## src/rtl/pipe_hazard_latch.sv

```systemverilog
`default_nettype none
// ============================================================================
// Module      : pipe_hazard_latch
// Description : Builds the 32-bit bypass words for the D/X, X/M and M/W
//               pipeline latches from decode-stage fields and advances them in
//               lockstep with the datapath. Detects load-use hazards, combines
//               them with multdiv occupancy into the pipeline stall, inserts
//               bubbles and applies branch flushes. Counts stalled cycles with
//               a saturating counter.
//
//               Bypass word layout:
//                 [4:0]   readregA
//                 [9:5]   readregB
//                 [14:10] regtowrite (0 = no write)
//                 [28:15] zero
//                 [29]    lw
//                 [30]    sw
//                 [31]    writes r30
//
// Ports       : clock        - pipeline clock, rising edge
//               reset        - asynchronous active-high clear
//               fd_*         - decode-stage instruction fields
//               flush        - taken branch/jump, squash decode instruction
//               md_busy      - multdiv in X not yet complete
//               DXB/XMB/MWB  - registered bypass words
//               stall        - freeze PC and F/D latch
//               lu_hazard    - load-use hazard this cycle
//               stall_count  - saturating count of stalled cycles
// Revision    : 1.0 - initial release
// ============================================================================
module pipe_hazard_latch #(
    parameter int CNT_W = 16
) (
    input  logic             clock,
    input  logic             reset,
    input  logic             fd_valid,
    input  logic [4:0]       fd_rs_a,
    input  logic [4:0]       fd_rs_b,
    input  logic [4:0]       fd_rd,
    input  logic             fd_wen,
    input  logic             fd_lw,
    input  logic             fd_sw,
    input  logic             fd_wr30,
    input  logic             flush,
    input  logic             md_busy,
    output logic [31:0]      DXB,
    output logic [31:0]      XMB,
    output logic [31:0]      MWB,
    output logic             stall,
    output logic             lu_hazard,
    output logic [CNT_W-1:0] stall_count
);

    localparam logic [CNT_W-1:0] c_cnt_max = '1;
    localparam logic [4:0]       c_r30     = 5'd30;

    logic [31:0] w_enc;
    logic [4:0]  w_dx_rd;

    // Encode the decode-stage instruction; an invalid slot is the all-zero bubble.
    always_comb begin
        w_enc = '0;
        if (fd_valid) begin
            w_enc[4:0] = fd_rs_a;
            w_enc[9:5] = fd_rs_b;
            if (fd_wr30) begin
                w_enc[14:10] = c_r30;
            end else if (fd_wen) begin
                w_enc[14:10] = fd_rd;
            end
            w_enc[29] = fd_lw;
            w_enc[30] = fd_sw;
            w_enc[31] = fd_wr30;
        end
    end

    assign w_dx_rd = DXB[14:10];

    // A store's data operand (readregB) is exempt: the loaded value can be
    // forwarded from M/W in time for the memory write.
    assign lu_hazard = fd_valid & DXB[29] & (w_dx_rd != 5'd0) &
                       ((fd_rs_a == w_dx_rd) | (~fd_sw & (fd_rs_b == w_dx_rd)));

    assign stall = lu_hazard | md_busy;

    always_ff @(posedge clock or posedge reset) begin
        if (reset) begin
            DXB         <= '0;
            XMB         <= '0;
            MWB         <= '0;
            stall_count <= '0;
        end else begin
            if (md_busy) begin
                // Multdiv occupies X: hold it in DX, feed bubbles downstream.
                XMB <= '0;
                MWB <= XMB;
            end else if (flush || lu_hazard) begin
                DXB <= '0;
                XMB <= DXB;
                MWB <= XMB;
            end else begin
                DXB <= w_enc;
                XMB <= DXB;
                MWB <= XMB;
            end

            if (stall && (stall_count != c_cnt_max)) begin
                stall_count <= stall_count + 1'b1;
            end
        end
    end

endmodule
`default_nettype wire

```

## config.mk

```make
export PLATFORM = sky130hd
export DESIGN_NAME = pipe_hazard_latch
export DESIGN_NICKNAME = d
export VERILOG_FILES = /design/src/rtl/pipe_hazard_latch.sv
export SDC_FILE = /design/constraint.sdc
export NUM_CORES = 1
export LEC_CHECK = 0
export ABC_AREA = 0
export CAP_MARGIN = 20
export CORE_AREA = 2 2 133 96
export DETAILED_ROUTE_END_ITERATION = 16
export DIE_AREA = 0 0 135 98
export GPL_ROUTABILITY_DRIVEN = 1
export GPL_TIMING_DRIVEN = 0
export SLEW_MARGIN = 0
export SYNTH_ARGS = -nofsm -noshare
export SYNTH_HDL_FRONTEND = slang
export SYNTH_SLANG_ARGS = --single-unit
```

## constraint.sdc

```tcl
create_clock -name clock -period 3.1 [get_ports clock]
set_clock_uncertainty 0.1 [all_clocks]
set_input_delay 0.93 -clock clock [delete_from_list [all_inputs] [get_ports clock]]
set_output_delay 0.93 -clock clock [all_outputs]
set_load 0.02 [all_outputs]
```

; Word-level counts from Yosys, hierarchy flattened
; Index checks and enable logic that the tools add are counted.
; Widths: inputs -> output; s select.
[word_totals]
elab_cells = 24
n_memories = 0
ram_bits = 0
latchBits = 0
register_bits = 112
inputBits = 24
mem_bits_ro = 0
output_inout_bits = 114
[classes]
n_reduce_logical = 3
n_div = 0
mul = 0
shifts = 0
magnitude_cmp = 0
eq_ne = 3
n_addsub = 1
mux = 6
bitwise_logic = 7
[ops]
columns = op, count
row1 = $mux 32, 2
row2 = $add 16x1->16 const B, 1
row3 = $ne 16x16->1 const B, 1
row4 = $mux 15, 1
row5 = $eq 5x5->1, 2
row6 = $mux 5, 2
row7 = $reduce_bool 5->1, 1
row8 = $and 1x1->1, 4
row9 = $mux 3, 1
row10 = $or 1x1->1, 2
row11 = $logic_and 1x1->1, 1
row12 = $logic_or 1x1->1, 1
row13 = $not 1->1, 1

; Longest topological paths before layout
; Gate-level depths: netlist of the first run.
[logic_depth]
ltp_word = 6
mapped_depth = 7
depth_no_buf = 6

; Least setup slack after synthesis of the first run
; No wires, ideal clock.
[synth_timing]
path_type = input -> output
start = input port fd_rs_b[1]
end = output port stall
path_buffers = 0
stages = 4
t_arrival_ns = 1.886
required_time_ns = 2.070
path_slack_ns = 0.184
path_cell_list = xnor2_1 -> nand4_1 -> o32a_1 -> o21ai_2
[synth_between]
elab_chain_len = 5
[synth_lines]
columns = element, line_no
row1 = "start, declared", 38  ; input logic [4:0] fd_rs_b,
row2 = $eq 5x5->1, 82  ; ((fd_rs_a == w_dx_rd) | (~fd_sw & (fd_rs_b == w_dx_rd)));
row3 = $and 1x1->1, 82
row4 = $or 1x1->1, 82
row5 = $and 1x1->1, 81  ; assign lu_hazard = fd_valid & DXB[29] & (w_dx_rd != 5'd0) &
row6 = $or 1x1->1, 84  ; assign stall = lu_hazard | md_busy;
row7 = "end, declared", 49  ; output logic stall,
; Every way passes these cells.

; Worst setup path after layout of the first run
[layout_timing]
start = input port fd_rs_b[0]
end = output port stall
; Same word-level chain as after synthesis.

==> results of run 1 <==
worst paths after layout:
check,cells after the start,slack (ns),from,to
setup / recovery,6,0.04,fd_rs_b[0],stall
hold / removal,0,0.28,XMB[2]$_DFF_PP0_,MWB[2]$_DFF_PP0_
setup reg to reg,7,0.55,DXB[14]$_DFFE_PP0N_,DXB[12]$_DFFE_PP0N_
hold reg to reg,0,0.28,XMB[2]$_DFF_PP0_,MWB[2]$_DFF_PP0_
max in group asynchronous,2,1.28,reset,stall_count[9]$_DFFE_PP0P_
min in group asynchronous,2,1.04,reset,stall_count[6]$_DFFE_PP0P_
cell type report:
cell class	count	area, sq um
fill	1183	7500
buffer	48	347
tap	162	203
inverter	3	13.8
multi-input combinational	150	1010
timing repair buffer	96	941
clock inverter	7	96.3
clock buffer	9	225
sequential	70	1750
stage by stage:
step	total power [mW]	setup WS, ns	cell area [sq um]	hold slack (ns)
after global routing	2.78	-0.0162	4580	0.283
after CTS	2.68	0.00877	4550	0.280
after floorplan	1.35	0.184	3080	0.394
after global placement	1.57	-1.05	4230	0.260
after detailed placement	1.58	-1.05	4240	0.266
final	2.65	0.0435	4580	0.277
cells by family (layout without fill, tap and decap cells):
group,count (synthesis),in the layout,share of synthesized area
DFF,70,70,0.599
AOI/OAI and AO/OA,28,28,0.0885
xor gates and xnor gates,24,24,0.0718
buffers and inverters,51,163,0.122
and+or+nand+nor,53,53,0.106
muxes,2,2,0.00770
adders and majority gates,1,1,0.00427
other,1,42,0.00128
timing repair:
| item | 4_1_cts | 5_1_grt |
|---|---|---|
| pin swaps | 8 | 9 |
| gates resized for setup | 37 | 10 |
| buffers inserted | 1 | 0 |
| setup endpoints to repair | 2 | 2 |
where the power goes:
group	internal [mW]	switching [mW]
clock network	0.706	0.381
logic	0.243	0.259
registers	0.980	0.0784
total	1.93	0.719
state kept, by name, summed over array words and instances (netlist names):
register     cells
DXB             18
MWB             18
XMB             18
stall_count     16
cell usage in the layout, fill, tap and decap left out, types with 3 or more instances in the layout:
master / Yosys / layout
a21o_1: 4 / 4
a22o_1: 8 / 8
a22o_2: 10 / 10
and3_1: 3 / 3
buf_4: 42 / 44
buf_6: 1 / 5
clkbuf_1: 4 / 4
clkbuf_16: 0 / 9
clkdlybuf4s50_1: 0 / 82
conb_1: 1 / 42
dfrtp_1: 70 / 70
dlygate4sd2_1: 0 / 4
nand2_1: 8 / 8
nand3_1: 5 / 5
nand4_1: 10 / 10
nor2_1: 5 / 5
nor2b_1: 18 / 18
xnor2_1: 22 / 20
layer usage:
metal  global-route usage  vias to the layer above  share of wire  wire length (microns)
met1                0.145                      991           0.45                   3220
met2                0.175                       79           0.47                   3350
li1                     -                     1002              -                      -
met3               0.0369                        6          0.073                    525
met5                    0                        -              0                      0
met4               0.0337                        0          0.011                     78
critical path, cell delays in order:
cell and delay (ns):
buf_2 0.12, xnor2_2 0.13, nand4_1 0.15, o32a_4 0.38, o21ai_4 0.18, buf_6 0.14
==> run_results.csv, run 1 <==
group,metric,value,unit
status,status,"complete, no violations",
global_route,grt_max_degree,71,
layout,antenna_cells,0,
yosys,share_of_synthesized_flip_flops_with_an_asynchronous_set_or_reset,1.00,
yosys,synthTopCellsByCount,"dfrtp_1 (70), buf_4 (42), xnor2_1 (22), nor2b_1 (18)",
yosys,largest_cells_by_area_after_synthesis,"dfrtp_1 (60%), buf_4 (11%), xnor2_1 (6.6%)",
layout,layout-area-overhead-vs-synth,56.6,%
worst_setup_path,worst-path-max-fanout,3,
clocking,clkSlewWorstSetupHoldPaths,0.06,ns
yosys,syn_area_per_cell,12.7,sq um
yosys,synth_cell_types,30,
yosys,synthMostInstantiatedCell,"dfrtp_1",
power,power-per-cell-area,578,nW/um^2
yosys,ys.warnings.count,0,
sta,timing.final.crit_share,0.986,
placed_design,place.detailed.hpwl,5.23,mm
hold_path,holdCritPathClass,"register to register",
routing,drt-wirelength-per-cell,13.2,microns
yosys,postSynth.topFlopCell,"dfrtp_1",
worst_setup_path,crit_path_capture_type,"primary output",
placed_design,placed_cells,528,
routing,drcViolationCount,0,
sta,report.final.hold_viol_count,0,
global_route,grt_usage,0.111,
clocking,cts.htree.levels,3,
worst_setup_path,start_kind,"input pin",
floorplanning,dieArea,13200,sq um
floorplanning,ios,138,
routing,drt_iter0_drc,98,
clocking,cts_hold_buffers,0,
global_route,grt_pass1_wl,11.2,mm
floorplanning,die_span_in_y,98,microns
routing,detail-route-antenna-nets,0,
layout,stdcell_count,545,
yosys,synthesis.instances,230,
run,drv.max_cap_violation_count,0,
sta,slew_viol_final,0,
power,total_leakage_power,2.17,nW
worst_setup_path,worstSetupPathType,"input pin to primary output",
global_route,gr-total-overflow,0,
sta,setup_violation_total_in_the_final_timing_report,0,
worst_setup_path,cp.arrival,2.03,ns
yosys,edff_count_synth,0,
worst_setup_path,cp.required,2.07,ns
routing,firstDrtPassIters,4,
layout,nets,403,
clocking,clockRootBuffer,"clkbuf_16",
placed_design,number_of_i_o_port_buffers,95,
clocking,tritoncts,"done",
sta,layout_min_cycle_time,3.06,ns
floorplanning,core-area,12100,sq um
routing,via_count,2078,
global_route,initial_antenna_violation_count,0,
yosys,synth-seq-cells,70,
sta,worst_slew_margin_rel,0.425,
yosys,ys_seq_area_frac,0.599,
yosys,yosys.area.top_type,"dfrtp_1",
routing,detail_route.wirelength,7.18,mm
floorplanning,core.rowCount,34,
clocking,tritoncts.num_buffers,9,
layout,drive_above_1_share,0.232,
placed_design,gp_congestion,0.794,
clocking,cts_max_path_buffers,2,
clocking,clock_latency,0.32,ns
floorplanning,initial_core_util,0.242,
floorplanning,dieWidth,135,microns
sta,fmaxAchievable,327,MHz
yosys,post_synth_instance_area,2930,sq um
sta,setup_total_negative_slack,0,ns
sta,timing_worst_slew_pin_value,0.863,ns
yosys,synthDominantCellAreaShare,0.599,
layout,postLayoutCoreUtil,0.379,
global_route,grt_pass1_vias,2030,
clocking,cts_sinks,70,
routing,vias_per_cell,3.81,
power,power.ir.vdd_worst,0.000246,V
Note: power is estimated with default switching activity, not from simulation.
==> inputs of run 2 (changes only) <==
Settings changed: GPL_TIMING_DRIVEN 0 to default, TNS_END_PERCENT from default to 50.
==> run 2 against run 1 <==
Against the previous run:
- sequential share of layout area increased by 2.3 points
- fmax decreased by 0.60%
- global-route usage decreased by 0.40 points
- critical path type unchanged
- highest routed layer unchanged
==> run_results.csv, run 2 (synthesis results as in run 1) <==
group,metric,value,unit
status,status,"complete, no violations",
routing,detail-route-antenna-nets,0,
worst_setup_path,critical_path.reg2reg.endpoint,"DXB[31]$_DFFE_PP0N_",
clocking,cts_sinks,70,
placed_design,number_of_i_o_port_buffers,95,
clocking,cts.htree.levels,3,
floorplanning,ios,138,
worst_setup_path,critical-path-slowest-cell,"o32a_1",
floorplanning,core-area,12100,sq um
routing,detail_route.wirelength,6.96,mm
clocking,clock_latency,0.33,ns
hold_path,hold-path-endpoint,"MWB[0]$_DFF_PP0_",
clocking,clkSlewWorstSetupHoldPaths,0.05,ns
worst_setup_path,critical_path.max_stage_delay,0.44,ns
sta,slew_viol_final,0,
worst_setup_path,cpMostUsedCell,"buf_6",
sta,report.final.hold_viol_count,0,
worst_setup_path,reg2reg_depth,7,
global_route,grt_usage,0.107,
sta,layout_min_cycle_time,3.07,ns
placed_design,placed_cells,493,
clocking,tritoncts.num_buffers,9,
layout,antenna_cells,0,
floorplanning,die_span_in_y,98,microns
worst_setup_path,crit_chain,"buf_6, xnor2_2, nand4_1, o32a_1, o21ai_2, buf_6",
clocking,cts_max_path_buffers,2,
clocking,tritoncts,"done",
layout,layout.filler_cells,1191,
sta,setup_violation_total_in_the_final_timing_report,0,
worst_setup_path,r2r-start,"DXB[14]$_DFFE_PP0N_",
power,total_leakage_power,1.97,nW
worst_setup_path,crit_path_capture_type,"primary output",
global_route,grt_pass1_vias,1991,
power,power.ir.vdd_worst,0.000206,V
placed_design,placed_area,4000,sq um
routing,drt_iter0_drc,86,
worst_setup_path,worst-path-max-fanout,3,
layout,stdcell_count,511,
worst_setup_path,cp.required,2.07,ns
routing,drcViolationCount,0,
global_route,grt_use_met2,0.156,
layout,layout.cells.most_common,"clkdlybuf4s50_1",
routing,via_count,1988,
global_route,met3_usage,0.0265,
global_route,gr-max-usage-layer,"met2",
floorplanning,dieWidth,135,microns
layout,drive_above_1_share,0.166,
layout,layout-area-overhead-vs-synth,47.6,%
sta,timing.hold.ws,0.276,ns
worst_setup_path,cp_num_buf_inv,2,
global_route,gr-total-overflow,0,
layout,nets,369,
sta,fmaxAchievable,325,MHz
global_route,grt_pass1_wl,11.0,mm
layout,postLayoutCoreUtil,0.358,
layout,most_frequent_cells_in_the_layout,"clkdlybuf4s50_1 (82), dfrtp_1 (70), conb_1 (42)",
worst_setup_path,cp.arrival,2.04,ns
routing,drt-wirelength-per-cell,13.6,microns
worst_setup_path,start_kind,"input pin",
sta,grt_setup_unrepaired,"true",
sta,timing_worst_slew_pin_value,0.826,ns
worst_setup_path,rrSetupSlack,0.30,ns
placed_design,gp_congestion,0.813,
routing,vias_per_cell,3.89,
hold_path,hold_path_depth,0,
layout,top_regs,"DXB: 18 flops, MWB: 18 flops, XMB: 18 flops",
global_route,met1_usage,0.152,
hold_path,min_from,"XMB[0]$_DFF_PP0_",
routing,firstDrtPassIters,4,
clocking,cts_hold_buffers,0,
worst_setup_path,worstSetupPathType,"input pin to primary output",
floorplanning,initial_core_util,0.242,
floorplanning,dieArea,13200,sq um
sta,worst_slew_margin_rel,0.449,
sta,timing.final.crit_share,0.992,
global_route,initial_antenna_violation_count,0,
worst_setup_path,worst_path_dominant_cell_family,"compound AO/OA/AOI/OAI gates",
hold_path,holdCritPathClass,"register to register",
floorplanning,core.rowCount,34,
run,drv.max_cap_violation_count,0,
power,power-per-cell-area,578,nW/um^2
layout,final_design_area_no_fill,4320,sq um
global_route,grt_max_degree,71,
placed_design,place.detailed.hpwl,5.01,mm
clocking,clockRootBuffer,"clkbuf_16",
## run 2: cell types whose count changed in the layout (fill, tap and decap cells not counted), sizes merged
cell / change
buf: -30
clkbuf: -6
clkinv: -4
clkinvlp: +4
bufinv: -2
dlygate4sd2: +2
inv: +2
## run 2: worst reg2reg max path, stage by stage (launching register included)
cell	delay, ns
dfrtp_1	0.49
or4_1	0.62
o211ai_2	0.22
o21ai_2	0.09
buf_4	0.13
buf_4	0.14
nor3b_4	0.68
a22o_2	0.26
## run 2: area by class of cell
cell class              count  area (sq um)  area share
well taps                 162           203      0.0469
clock buffers               9           225      0.0521
clock inverters             7          56.3      0.0130
inverters                   3          11.3     0.00261
flip-flops and latches     70          1750       0.405
multi-input cells         150          1000       0.232
repair buffers            110          1070       0.248
## run 2: stage by stage
stage / total power [mW] / setup TNS [ns] / worst slack (ns)
after floorplan: 1.35 / 0 / 0.184
after global placement: 1.54 / -5.16 / -0.854
after detailed placement: 1.55 / -6.49 / -0.900
after CTS: 2.53 / 0 / 0.00795
after global routing: 2.61 / -0.0881 / -0.0772
final: 2.50 / 0 / 0.0252
## run 2: how the worst max path moves through the flow
| stage | slack, ns | endpoint | depth (start not counted) | start |
|---|---|---|---|---|
| finish | 0.03 | stall | 6 | fd_rs_b[1] |
| CTS | 0.008 | stall | 5 | fd_rs_b[3] |
| global route | -0.08 | stall | 6 | fd_rs_b[4] |
| detailed placement | -0.90 | stall | 6 | fd_rs_b[4] |
| floorplan | 0.18 | stall | 4 | fd_rs_b[1] |
| global placement | -0.85 | stall | 6 | fd_rs_b[4] |
## run 2: what timing repair did
action,4_1_cts,5_1_grt
resized for setup,33,14
pin swaps,7,7
setup buffers,1,1
setup endpoints to repair,2,2
## run 2: power by group
group          switching (mW)  internal [mW]
combinational           0.255          0.222
sequential             0.0752          0.980
clock                   0.414          0.549
## run 2: layer usage
layer	wire length (microns)	up-vias	part of all wire
met2	3100	81	0.45
met1	3310	967	0.48
li1	-	932	-
met4	91	0	0.013
met5	0	-	0
met3	459	8	0.066
